$ cat src/rtl/mod_inverse_fermat_pkg.sv
// Shared definitions for the MSM field-arithmetic slice: field width,
// prime modulus and the state encoding of the Fermat inverter FSM.
package elliptic_curve_structs;

  localparam int P_WIDTH = 8;
  localparam logic [P_WIDTH-1:0] P_MODULUS = 8'd101;

  typedef enum logic [2:0] {
    IDLE,
    LOAD,
    SQ_ISS,
    SQ_WAIT,
    MU_ISS,
    MU_WAIT,
    FIN
  } inv_state_t;

endpackage

$ cat src/rtl/mod_inverse_fermat.sv
// Modular inverse x^-1 mod P computed as x^(P-2) mod P with left-to-right
// square-and-multiply. All arithmetic is done by an external multi-cycle
// modular multiplier driven through mult_a/mult_b/mult_reset and read back
// on mult_done/mult_product.
// Optional build macro: MOD_INV_ZERO_BYPASS_EN (zero input skips the
// exponentiation and is flagged on zero_err).
module mod_inverse_fermat
  import elliptic_curve_structs::*;
#(
  parameter int               P_W     = P_WIDTH,
  parameter logic [P_W-1:0]   MODULUS = P_MODULUS
) (
  input  logic           clk,
  input  logic           Reset_n,
  input  logic           start,
  input  logic [P_W-1:0] x_in,
  output logic           busy,
  output logic           done,
  output logic [P_W-1:0] result,
  output logic [P_W-1:0] mult_a,
  output logic [P_W-1:0] mult_b,
  output logic           mult_reset,
  input  logic           mult_done,
  input  logic [P_W-1:0] mult_product
`ifdef MOD_INV_ZERO_BYPASS_EN
  ,
  output logic           zero_err
`endif
);

  localparam logic [P_W-1:0] EXP = MODULUS - P_W'(2);
  localparam int IW = (P_W > 1) ? $clog2(P_W) : 1;

  function automatic int unsigned top_bit(input logic [P_W-1:0] v);
    int unsigned r;
    r = 0;
    for (int unsigned k = 0; k < P_W; k++) begin
      if (v[k]) r = k;
    end
    return r;
  endfunction

  localparam int unsigned MSB    = top_bit(EXP);
  localparam logic [IW-1:0] MSB_M1 = IW'(MSB - 1);

  inv_state_t     state;
  logic [P_W-1:0] x_reg;
  logic [P_W-1:0] acc;
  logic [IW-1:0]  idx;

  // Inverter FSM: sequences squarings/multiplies over the exponent bits and
  // owns every registered output. While mult_reset is high the multiplier's
  // Done may still be the level left over from the previous op, so the wait
  // states only look at mult_done once mult_reset has dropped.
  always_ff @(posedge clk or negedge Reset_n) begin
    if (!Reset_n) begin
      state      <= IDLE;
      busy       <= 1'b0;
      done       <= 1'b0;
      result     <= '0;
      mult_a     <= '0;
      mult_b     <= '0;
      mult_reset <= 1'b0;
      x_reg      <= '0;
      acc        <= '0;
      idx        <= '0;
`ifdef MOD_INV_ZERO_BYPASS_EN
      zero_err   <= 1'b0;
`endif
    end else begin
      case (state)
        IDLE: begin
          if (start) begin
            x_reg <= x_in;
            busy  <= 1'b1;
            state <= LOAD;
          end
        end

        LOAD: begin
          acc <= x_reg;
          idx <= MSB_M1;
`ifdef MOD_INV_ZERO_BYPASS_EN
          if (MSB == 0 || x_reg == '0) begin
            zero_err <= (x_reg == '0);
`else
          if (MSB == 0) begin
`endif
            result <= x_reg;
            done   <= 1'b1;
            busy   <= 1'b0;
            state  <= FIN;
          end else begin
            state <= SQ_ISS;
          end
        end

        SQ_ISS: begin
          mult_a     <= acc;
          mult_b     <= acc;
          mult_reset <= 1'b1;
          state      <= SQ_WAIT;
        end

        SQ_WAIT: begin
          if (mult_reset) begin
            mult_reset <= 1'b0;
          end else if (mult_done) begin
            acc <= mult_product;
            if (EXP[idx]) begin
              state <= MU_ISS;
            end else if (idx == '0) begin
              result <= mult_product;
              done   <= 1'b1;
              busy   <= 1'b0;
              state  <= FIN;
            end else begin
              idx   <= idx - 1'b1;
              state <= SQ_ISS;
            end
          end
        end

        MU_ISS: begin
          mult_a     <= acc;
          mult_b     <= x_reg;
          mult_reset <= 1'b1;
          state      <= MU_WAIT;
        end

        MU_WAIT: begin
          if (mult_reset) begin
            mult_reset <= 1'b0;
          end else if (mult_done) begin
            acc <= mult_product;
            if (idx == '0) begin
              result <= mult_product;
              done   <= 1'b1;
              busy   <= 1'b0;
              state  <= FIN;
            end else begin
              idx   <= idx - 1'b1;
              state <= SQ_ISS;
            end
          end
        end

        FIN: begin
          done  <= 1'b0;
`ifdef MOD_INV_ZERO_BYPASS_EN
          zero_err <= 1'b0;
`endif
          state <= IDLE;
        end

        default: begin
          state <= IDLE;
        end
      endcase
    end
  end

endmodule

$ cat config.mk
export PLATFORM = sky130hd
export DESIGN_NAME = mod_inverse_fermat
export DESIGN_NICKNAME = d
export VERILOG_FILES = /design/src/rtl/mod_inverse_fermat_pkg.sv /design/src/rtl/mod_inverse_fermat.sv
export SDC_FILE = /design/constraint.sdc
export NUM_CORES = 1
export LEC_CHECK = 0
export CAP_MARGIN = 20
export CORE_MARGIN = 2
export CORE_UTILIZATION = 40
export CTS_CLUSTER_SIZE = 25
export DETAILED_ROUTE_END_ITERATION = 8
export DONT_BUFFER_PORTS = 1
export GPL_TIMING_DRIVEN = 0
export PLACE_DENSITY_LB_ADDON = 0.12
export SYNTH_ARGS = -nofsm -noshare
export SYNTH_HDL_FRONTEND = slang
export SYNTH_SLANG_ARGS = --single-unit
$ cat constraint.sdc
create_clock -name clk -period 5.2 [get_ports clk]
set_input_delay 0.78 -clock clk [delete_from_list [all_inputs] [get_ports clk]]
set_output_delay 0.78 -clock clk [all_outputs]
set_load 0.1 [all_outputs]
Word level (Yosys, flattened, before mapping)
Memory sizes are Yosys's and may differ from the RTL's.
Cells that the tools add are included.
Word-level totals
  output and inout bits: 27
  bits in latches: 0
  memory bits (read-only): 8
  memories kept: 1
  bits in registers: 49
  RAM bits: 0
Memories
  (no name shown): words 8, width 1, rd ports 1, clocked after Yosys merged registers in 0, wr ports 0, RTL line mod_inverse_fermat.sv:110  | if (EXP[idx]) begin
Operators by class
  divide/modulo/power cells: 0
  order comparisons: 1
  mux-type cells: 43
  equality and inequality tests: 14
  multiply operators: 0
  reductions and logical operators: 18
  bitwise operators: 0
  add/sub/neg operators: 1
  shift operators: 0
Operators with widths (count)
  8-bit two-way mux: 8
  8-bit one-hot mux with 2 select lines: 3
  3-bit two-way mux: 13
  3-bit one-hot mux with 6 select lines: 1
  6-bit AND reduction: 3
  1-bit two-way mux: 14
  2-bit inequality test, second input constant: 7
  3-bit equality test, second input constant: 3
  3-bit one-hot mux with 3 select lines: 1
  3-bit nonzero test: 3
  2-bit nonzero test: 4
  7-bit AND reduction: 1
  3-bit by 2-bit equality test with 1-bit output, second input constant: 2
  3-bit zero test: 2
  1-bit one-hot mux with 3 select lines: 2
  5-bit AND reduction: 1
  3-bit by 4-bit less-than comparator with 1-bit output, second input constant: 1
  2-bit OR reduction: 2
  3-bit by 1-bit equality test with 1-bit output, second input constant: 1
  3-bit AND reduction: 1
  3-bit by 1-bit subtractor with 3-bit output, second input constant: 1
  2-bit by 1-bit inequality test with 1-bit output, second input constant: 1
  1-bit one-hot mux with 2 select lines: 1
  2-bit AND reduction: 1

Longest topological paths before layout
Gate-level depths: netlist (run 1).
  word-level depth: 6
  mapped depth: 6
  mapped depth without buffers: 6

Least setup slack after synthesis (run 1)
OpenSTA, ideal clock, no wires.
  path kind: flip-flop to flip-flop
  from: reg mult_reset
  to: reg acc[0]
  data required time: 5075 ps
  stages on the path, launching flop included: 5
  path slack: 3061 ps
  arrival time: 2015 ps
  clock period less this slack: 2139 ps
  path through: dfrtp_1 -> nand2b_1 -> maj3_1 -> nor2_4 -> mux2_2
On the way
  cells in the longest elaborated chain, start to end: 2
Ends and longest elaborated chain
  start, declared: RTL line mod_inverse_fermat.sv:22  | output logic mult_reset,
  start signal, assigned: RTL line mod_inverse_fermat.sv:63  | mult_reset <= 1'b0;
  start signal, assigned: RTL line mod_inverse_fermat.sv:101  | mult_reset <= 1'b1;
  start signal, assigned: RTL line mod_inverse_fermat.sv:107  | mult_reset <= 1'b0;
  2-bit inequality test (no source line)
  3-bit AND reduction (no source line)
  end signal, assigned: RTL line mod_inverse_fermat.sv:81  | acc <= x_reg;
  end signal, assigned: RTL line mod_inverse_fermat.sv:109  | acc <= mult_product;
  end signal, assigned: RTL line mod_inverse_fermat.sv:135  | acc <= mult_product;
  end, declared: RTL line mod_inverse_fermat.sv:48  | logic [P_W-1:0] acc;
No other way between the ends.
A chain may end at the register's enable or synchronous reset.

Worst setup path in the final report (run 1)
  from: reg mult_reset
  to: reg acc[3]
Same word-level chain as after synthesis.

==> flow_metrics.env, run 1 <==
export IMPL_ctsResizeCount=0
export IMPL_synth_area_um2=2380
export IMPL_dieArea_um2=6590
export IMPL_clock_skew_final_ns=0.00659
export IMPL_final_common_cell="dfrtp_1"
export IMPL_ys_flop_type="dfrtp_1"
export IMPL_grt_pass1_wl_um=8790
export IMPL_post_cts_buffers=0
export IMPL_dr_pass1_iters=4
export IMPL_track_usage=0.181
export IMPL_fin_tns_setup_ns=0
export IMPL_dpl_cell_count=264
export IMPL_clockBufferDepth=2
export IMPL_cts_tree="done"
export IMPL_run_status="finished clean"
export IMPL_cts_sinks=49
export IMPL_coreArea_um2=5850
export IMPL_cp_end_kind="flip-flop"
export IMPL_layout_min_cycle_time_ns=2.38
export IMPL_die_x_um=81.2
export IMPL_grt_pass1_vias=1623
export IMPL_worstPathMaxFanout=8
export IMPL_yosysTopAreaCell="dfrtp_1"
export IMPL_drt_wl_total_um=5480
export IMPL_drtIter0Drc=132
export IMPL_crit_arrival_ns=2.56
export IMPL_fp_dieH_um=81.2
export IMPL_area_growth_pct=7.57
export IMPL_avgSynthCellArea_um2=12.6
export IMPL_ant_nets=0
export IMPL_relSlewSlack=0.317
export IMPL_final_cell_mix="dfrtp_1 (49), mux2_2 (37), o22ai_1 (16), a21oi_1 (9), o22a_1 (8)"
export IMPL_antennaDiodeCount=0
export IMPL_layout_nets=218
export IMPL_timing_final_crit_share=0.458
export IMPL_post_route_drc_count=0
export IMPL_cap_violations=0
export IMPL_hold_viol_final=0
export IMPL_synth_nets=211
export IMPL_seq_area_frac_synth=0.515
export IMPL_hold_buffers=0
export IMPL_holdCritPathClass="in2async"
export IMPL_ys_ff_latch=49
export IMPL_clk_latency_ns=0.29
export IMPL_num_io_pins=47
export IMPL_core_rowCount=28
export IMPL_worst_pin_slew_ns=1.02
export IMPL_worstSetupPathType="reg2reg"
export IMPL_vias_per_cell=5.79
export IMPL_antenna_found_initial=0
export IMPL_fill_cells=532
export IMPL_synth_edf_count=0
export IMPL_max_freq_mhz=420
export IMPL_critical_path_startpoint_type="flip-flop"
export IMPL_cp_startpoint="mult_reset"
export IMPL_synth_cell_types=47
export IMPL_cts_buffers=5
export IMPL_cts_root_buf="clkbuf_8"
export IMPL_dpl_hpwl_um=3820
export IMPL_route_vias_total=1569
export IMPL_worst_endpoint_required_ns=5.38
export IMPL_r2r_start="mult_reset"
export IMPL_report_final_slew_viol_count=0
export IMPL_yosysWarnings=0
export IMPL_rsz0062_at_grt="false"
export IMPL_yosys_area_top_type_share=0.515
export IMPL_synth_async_reset_ratio=1.00
export IMPL_synth_area_top_cells="dfrtp_1 (51%), mux2_2 (17%), o22ai_1 (4.2%), o22a_1 (2.9%), mux2_4 (2.5%)"
export IMPL_setup_viol=0
export IMPL_start_util=0.407
export IMPL_fin_cells=271
export IMPL_overflow=0
export IMPL_h_tree_depth=2
export IMPL_synth_cells=189
export IMPL_layout_drive_gt1_share=0.321
export IMPL_wl_per_cell_um=20.2
export IMPL_portBuffers=0
export IMPL_ff_latch_area_um2=1230
export IMPL_grt_max_degree=50
export IMPL_multi_input_area_um2=1090
export IMPL_gp_congestion=0.862
export IMPL_clk_pin_slew_ns=0.08
[cell usage after synthesis, types with 2 or more instances]
cell      count
nand3b_1      2
nor2_1        3
buf_2         3
nor3_1        2
inv_2         2
buf_1         2
ha_1          2
inv_1         3
mux2_4        4
nand2_1       4
a21oi_1       9
o22ai_1      16
o21a_1        2
nand2b_1      4
dfrtp_1      49
clkbuf_1      2
nor2b_1       5
o22a_1        8
o21ai_0       3
mux2_2       37
[final timing paths]
| path | cells past startpoint | slack (ns) | endpoint |
|---|---|---|---|
| setup / recovery | 4 | 2.82 | acc[3] |
| hold reg to reg | 1 | 0.54 | acc[2] |
| max in group asynchronous | 0 | 4.92 | mult_a[7] |
| hold / removal | 0 | 0.17 | mult_reset |
| min in group clk | 1 | 0.54 | acc[2] |
| setup reg to reg | 4 | 2.82 | acc[3] |
[per-layer routing]
metal  vias to the layer above  share of wire  track usage
met1                       792           0.42        0.233
met5                         -              0            0
met3                         9          0.059       0.0422
met2                        47           0.51        0.305
li1                        721              -            -
met4                         0          0.013       0.0525
[through the flow]
step	setup slack (ns)	hold slack, ns	utilization	instance area (um^2)
final	2.82	0.169	0.438	2560
after detailed placement	2.82	0.486	0.423	2470
after global placement	2.86	0.486	0.423	2470
after floorplan	3.06	0.484	-	2380
after CTS	2.80	0.153	0.438	2560
after global routing	2.74	0.149	0.438	2560
[final cells by class]
| class | count | area share |
|---|---|---|
| multi-input cells | 126 | 0.425 |
| inverters | 5 | 0.00733 |
| plain buffers | 9 | 0.0191 |
| flip-flops and latches | 49 | 0.479 |
| clock buffers | 7 | 0.0337 |
| well taps | 75 | 0.0366 |
[kinds of logic (layout without fill, tap and decap cells)]
kind of cell / after synthesis / after routing / synth area share
mux: 42 / 42 / 0.204
compound gates: 51 / 51 / 0.153
buf+inv: 14 / 21 / 0.0284
simple gates: 30 / 30 / 0.0841
flops: 49 / 49 / 0.515
fa+ha+maj: 3 / 3 / 0.0147
[critical path: stages (launching register included)]
cell      delay (ns)
dfrtp_1         0.79
nand2b_1        0.39
maj3_1          0.41
nor2_4          0.28
mux2_2          0.38
Power of run 1 is not shown: default switching activity piles up to over one toggle a cycle in this logic, so the estimate is an artifact.
==> inputs of run 2 (changes only) <==
==> constraint.sdc (replaced) <==
create_clock -name clk -period 2.1 [get_ports clk]
set_input_delay 0.315 -clock clk [delete_from_list [all_inputs] [get_ports clk]]
set_output_delay 0.315 -clock clk [all_outputs]
set_load 0.1 [all_outputs]
==> run 2 against run 1 <==
Hold slack worse by 0.0036 ns; first-iteration DRC count fell by 36%; global-route usage up 0.67 points; critical endpoint unchanged; final cell count increased by 1.8%; die area unchanged.
==> flow_metrics.env, run 2 (same netlist as run 1, synthesis figures left out) <==
export IMPL_run_status="finished clean"
export IMPL_post_route_util=0.448
export IMPL_grt_pass1_wl_um=9100
export IMPL_final_cell_mix="dfrtp_1 (48), mux2_2 (37), o22ai_1 (16), a21oi_1 (9), o22a_1 (8)"
export IMPL_portBuffers=0
export IMPL_critical_path_startpoint_type="flip-flop"
export IMPL_dr_pass1_iters=4
export IMPL_core_rowCount=28
export IMPL_route_vias_total=1569
export IMPL_antenna_found_initial=0
export IMPL_gp_congestion=0.833
export IMPL_die_x_um=81.2
export IMPL_start_util=0.407
export IMPL_h_tree_depth=2
export IMPL_drt_wl_total_um=5730
export IMPL_layout_nets=222
export IMPL_cap_violations=0
export IMPL_post_route_drc_count=0
export IMPL_final_common_cell="dfrtp_1"
export IMPL_cts_buffers=5
export IMPL_cts_sinks=49
export IMPL_track_usage=0.188
export IMPL_vias_per_cell=5.68
export IMPL_layout_min_cycle_time_ns=2.01
export IMPL_cp_end_kind="flip-flop"
export IMPL_worstPathMaxFanout=6
export IMPL_worst_pin_slew_ns=0.986
export IMPL_grt_pass1_vias=1686
export IMPL_worstSetupPathType="reg2reg"
export IMPL_coreArea_um2=5850
export IMPL_overflow=0
export IMPL_rsz0062_at_grt="false"
export IMPL_wl_per_cell_um=20.7
export IMPL_drtIter0Drc=85
export IMPL_report_final_slew_viol_count=0
export IMPL_cts_tree="done"
export IMPL_hold_viol_final=0
export IMPL_dieArea_um2=6590
export IMPL_ant_nets=0
export IMPL_layout_drive_gt1_share=0.343
export IMPL_dpl_hpwl_um=3910
export IMPL_worst_endpoint_required_ns=2.28
export IMPL_clock_skew_final_ns=0.00287
export IMPL_holdCritPathClass="in2reg"
export IMPL_fp_dieH_um=81.2
export IMPL_grt_max_degree=50
export IMPL_relSlewSlack=0.343
export IMPL_num_io_pins=47
export IMPL_crit_arrival_ns=2.19
export IMPL_clk_latency_ns=0.29
export IMPL_clk_pin_slew_ns=0.09
export IMPL_fin_ws_ns=0.0946
export IMPL_area_growth_pct=10.1
export IMPL_antennaDiodeCount=0
export IMPL_max_freq_mhz=499
export IMPL_setup_viol=0
export IMPL_dp_slack_ns=-0.0378
export IMPL_cts_root_buf="clkbuf_8"
export IMPL_fin_tns_setup_ns=0
export IMPL_clockBufferDepth=2
export IMPL_timing_final_crit_share=0.955
[run 2: changes by cell type in the layout (fill, tap and decap cells not counted), sizes merged]
cell	before	now
clkinv	0	2
buf	7	10
dlygate4sd3	0	1
clkbuf	9	8
[run 2: critical path, stage by stage, from the launching register on]
cell and delay [ns]:
dfrtp_4 0.64, nand2b_4 0.22, maj3_1 0.40, nor2_4 0.13, buf_4 0.16, mux2_2 0.34
[run 2: final timing paths]
kind	endpoint	start	slack, ns	cells after the start
max reg2reg	acc[3]	mult_reset	0.09	5
max	acc[3]	mult_reset	0.09	5
min reg2reg	mult_a[0]	acc[0]	0.54	1
min in group asynchronous	x_reg[3]	Reset_n	0.54	2
max in group asynchronous	mult_reset	Reset_n	1.33	2
min	result[0]	mult_product[0]	0.17	1
[run 2: what timing repair did]
item,4_1_cts,5_1_grt
setup buffers,2,0
hold buffers,2,0
endpoints found under the hold margin,49,0
resized for setup,1,2
pin swaps,1,0
setup endpoints to repair,8,8
[run 2: cell type report]
class                           instances  area (um^2)
Fill cell                             524         3230
Sequential cell                        49         1230
Clock buffer                            6         72.6
Multi-Input combinational cell        126         1090
Clock inverter                          2         10.0
Inverter                                5         18.8
Timing Repair Buffer                    4         52.6
Buffer                                  9         48.8
Tap cell                               75         93.8
[run 2: routing by layer]
layer | up-vias | track usage | share of wire
li1 | 723 | - | -
met1 | 800 | 0.230 | 0.43
met2 | 35 | 0.314 | 0.50
met3 | 11 | 0.0456 | 0.049
met4 | 0 | 0.0831 | 0.016
met5 | - | 0 | 0
[run 2: per-stage QoR]
stage | hold WS [ns] | cell area, um^2 | cells
floorplan | 0.0194 | 2380 | 189
global placement | 0.0204 | 2480 | 264
detailed placement | 0.0203 | 2480 | 264
CTS | 0.155 | 2610 | 276
global route | 0.150 | 2620 | 276
finish | 0.166 | 2620 | 276
Power of run 2 is left out for the same reason.
==> inputs of run 3 (changes only) <==
--- a/config.mk
+++ b/config.mk
@@ -8,6 +8,7 @@
 export CAP_MARGIN = 20
 export CORE_MARGIN = 2
 export CORE_UTILIZATION = 40
+export CTS_BUF_LIST = sky130_fd_sc_hd__clkbuf_8
 export CTS_CLUSTER_SIZE = 25
 export DETAILED_ROUTE_END_ITERATION = 8
 export DONT_BUFFER_PORTS = 1
==> constraint.sdc (replaced) <==
create_clock -name clk -period 2.1 [get_ports clk]
set_input_delay 0.21 -clock clk [delete_from_list [all_inputs] [get_ports clk]]
set_output_delay 0.21 -clock clk [all_outputs]
set_load 0.1 [all_outputs]
==> run 3 against run 2 <==
Sequential share of layout area did not move; largest cell class unchanged; final area did not move; critical endpoint unchanged; register-to-register slack barely moved; highest routed layer unchanged.
==> flow_metrics.env, run 3 (same netlist as run 1, synthesis figures left out) <==
export IMPL_critical_path_startpoint_type="flip-flop"
export IMPL_grt_pass1_wl_um=9100
export IMPL_dr_pass1_iters=4
export IMPL_worst_pin_slew_ns=0.986
export IMPL_reg2reg_to="acc[3]"
export IMPL_start_util=0.407
export IMPL_fp_dieH_um=81.2
export IMPL_cp_startpoint="mult_reset"
export IMPL_cts_sinks=49
export IMPL_overflow=0
export IMPL_worstSetupPathType="reg2reg"
export IMPL_cap_violations=0
export IMPL_worst_endpoint_required_ns=2.28
export IMPL_cts_tree="done"
export IMPL_post_route_drc_count=0
export IMPL_grt_pass1_vias=1686
export IMPL_grt_max_degree=50
export IMPL_final_cell_mix="dfrtp_1 (48), mux2_2 (37), o22ai_1 (16), a21oi_1 (9), o22a_1 (8)"
export IMPL_setup_viol=0
export IMPL_max_freq_mhz=498
export IMPL_layout_min_cycle_time_ns=2.01
export IMPL_cp_end_kind="flip-flop"
export IMPL_dpl_hpwl_um=3910
export IMPL_core_rowCount=28
export IMPL_clock_skew_final_ns=0.00318
export IMPL_dieArea_um2=6590
export IMPL_crit_arrival_ns=2.19
export IMPL_crit_end="acc[3]"
export IMPL_gp_congestion=0.833
export IMPL_antennaDiodeCount=0
export IMPL_worstPathMaxFanout=6
export IMPL_layout_drive_gt1_share=0.343
export IMPL_coreArea_um2=5850
export IMPL_timing_final_crit_share=0.956
export IMPL_wl_per_cell_um=20.7
export IMPL_layout_nets=222
export IMPL_fin_tns_setup_ns=0
export IMPL_hold_viol_final=0
export IMPL_report_final_slew_viol_count=0
export IMPL_r2r_start="mult_reset"
export IMPL_run_status="finished clean"
export IMPL_drtIter0Drc=86
export IMPL_die_x_um=81.2
export IMPL_area_growth_pct=10.1
export IMPL_r2r_cells=5
export IMPL_relSlewSlack=0.343
export IMPL_post_route_util=0.448
export IMPL_cts_root_buf="clkbuf_8"
export IMPL_ff2ff_setup_slack_ns=0.09
export IMPL_clockBufferDepth=2
export IMPL_track_usage=0.188
export IMPL_drt_wl_total_um=5720
export IMPL_final_common_cell="dfrtp_1"
export IMPL_cts_buffers=5
export IMPL_route_vias_total=1579
export IMPL_h_tree_depth=2
export IMPL_antenna_found_initial=0
export IMPL_holdCritPathClass="in2reg"
export IMPL_ant_nets=0
export IMPL_portBuffers=0
export IMPL_clk_pin_slew_ns=0.09
export IMPL_vias_per_cell=5.72
export IMPL_clk_latency_ns=0.29
export IMPL_num_io_pins=47
export IMPL_rsz0062_at_grt="false"
==> run 3: cell types whose count changed in the layout (fill, tap and decap cells not counted) <==
cell	before	now
inv_1	3	4
clkbuf_1	3	2
==> run 3: worst min path at each step <==
stage	start	end	slack, ns	cells past startpoint
floorplan	Reset_n	acc[0]	-0.09	0
global placement	Reset_n	result[7]	-0.08	0
detailed placement	Reset_n	result[7]	-0.08	0
CTS	mult_product[7]	result[7]	0.05	1
global route	mult_product[1]	result[1]	0.04	1
finish	mult_product[0]	result[0]	0.06	1
==> run 3: metal layers <==
metal / vias to the layer above / GRT usage / part of all wire
met5: - / 0 / 0
met4: 0 / 0.0831 / 0.016
met3: 11 / 0.0456 / 0.052
met2: 37 / 0.314 / 0.50
met1: 807 / 0.230 / 0.43
li1: 724 / - / -
==> run 3: area by class of cell <==
cell class,count,area [um^2]
tap,75,93.8
multi-input combinational,126,1090
buffer,9,48.8
fill,524,3230
timing repair buffer,4,52.6
clock buffer,5,68.8
sequential,49,1230
clock inverter,3,13.8
inverter,5,18.8
==> run 3: repair_timing <==
action	4_1_cts	5_1_grt
setup buffers	2	0
pin swaps	1	0
setup endpoints to repair	8	8
hold buffers	2	0
resized for setup	1	2
hold endpoints to repair	49	0
==> run 3: per-stage QoR <==
| step | hold WS [ns] | setup slack [ns] | instance area [um^2] | cells |
|---|---|---|---|---|
| 4_1_cts | 0.0502 | 0.0362 | 2610 | 276 |
| 3_5_place_dp | -0.0847 | -0.0378 | 2480 | 264 |
| 3_3_place_gp | -0.0846 | -0.00643 | 2480 | 264 |
| 6_report | 0.0605 | 0.0930 | 2620 | 276 |
| 2_1_floorplan | -0.0856 | 0.182 | 2380 | 189 |
| 5_1_grt | 0.0448 | 0.00622 | 2620 | 276 |
==> run 3: critical path: stages, from the launching register on <==
cell and delay (ns):
dfrtp_4 0.64, nand2b_4 0.22, maj3_1 0.40, nor2_4 0.13, buf_4 0.16, mux2_2 0.34
Power of run 3 is left out for the same reason.
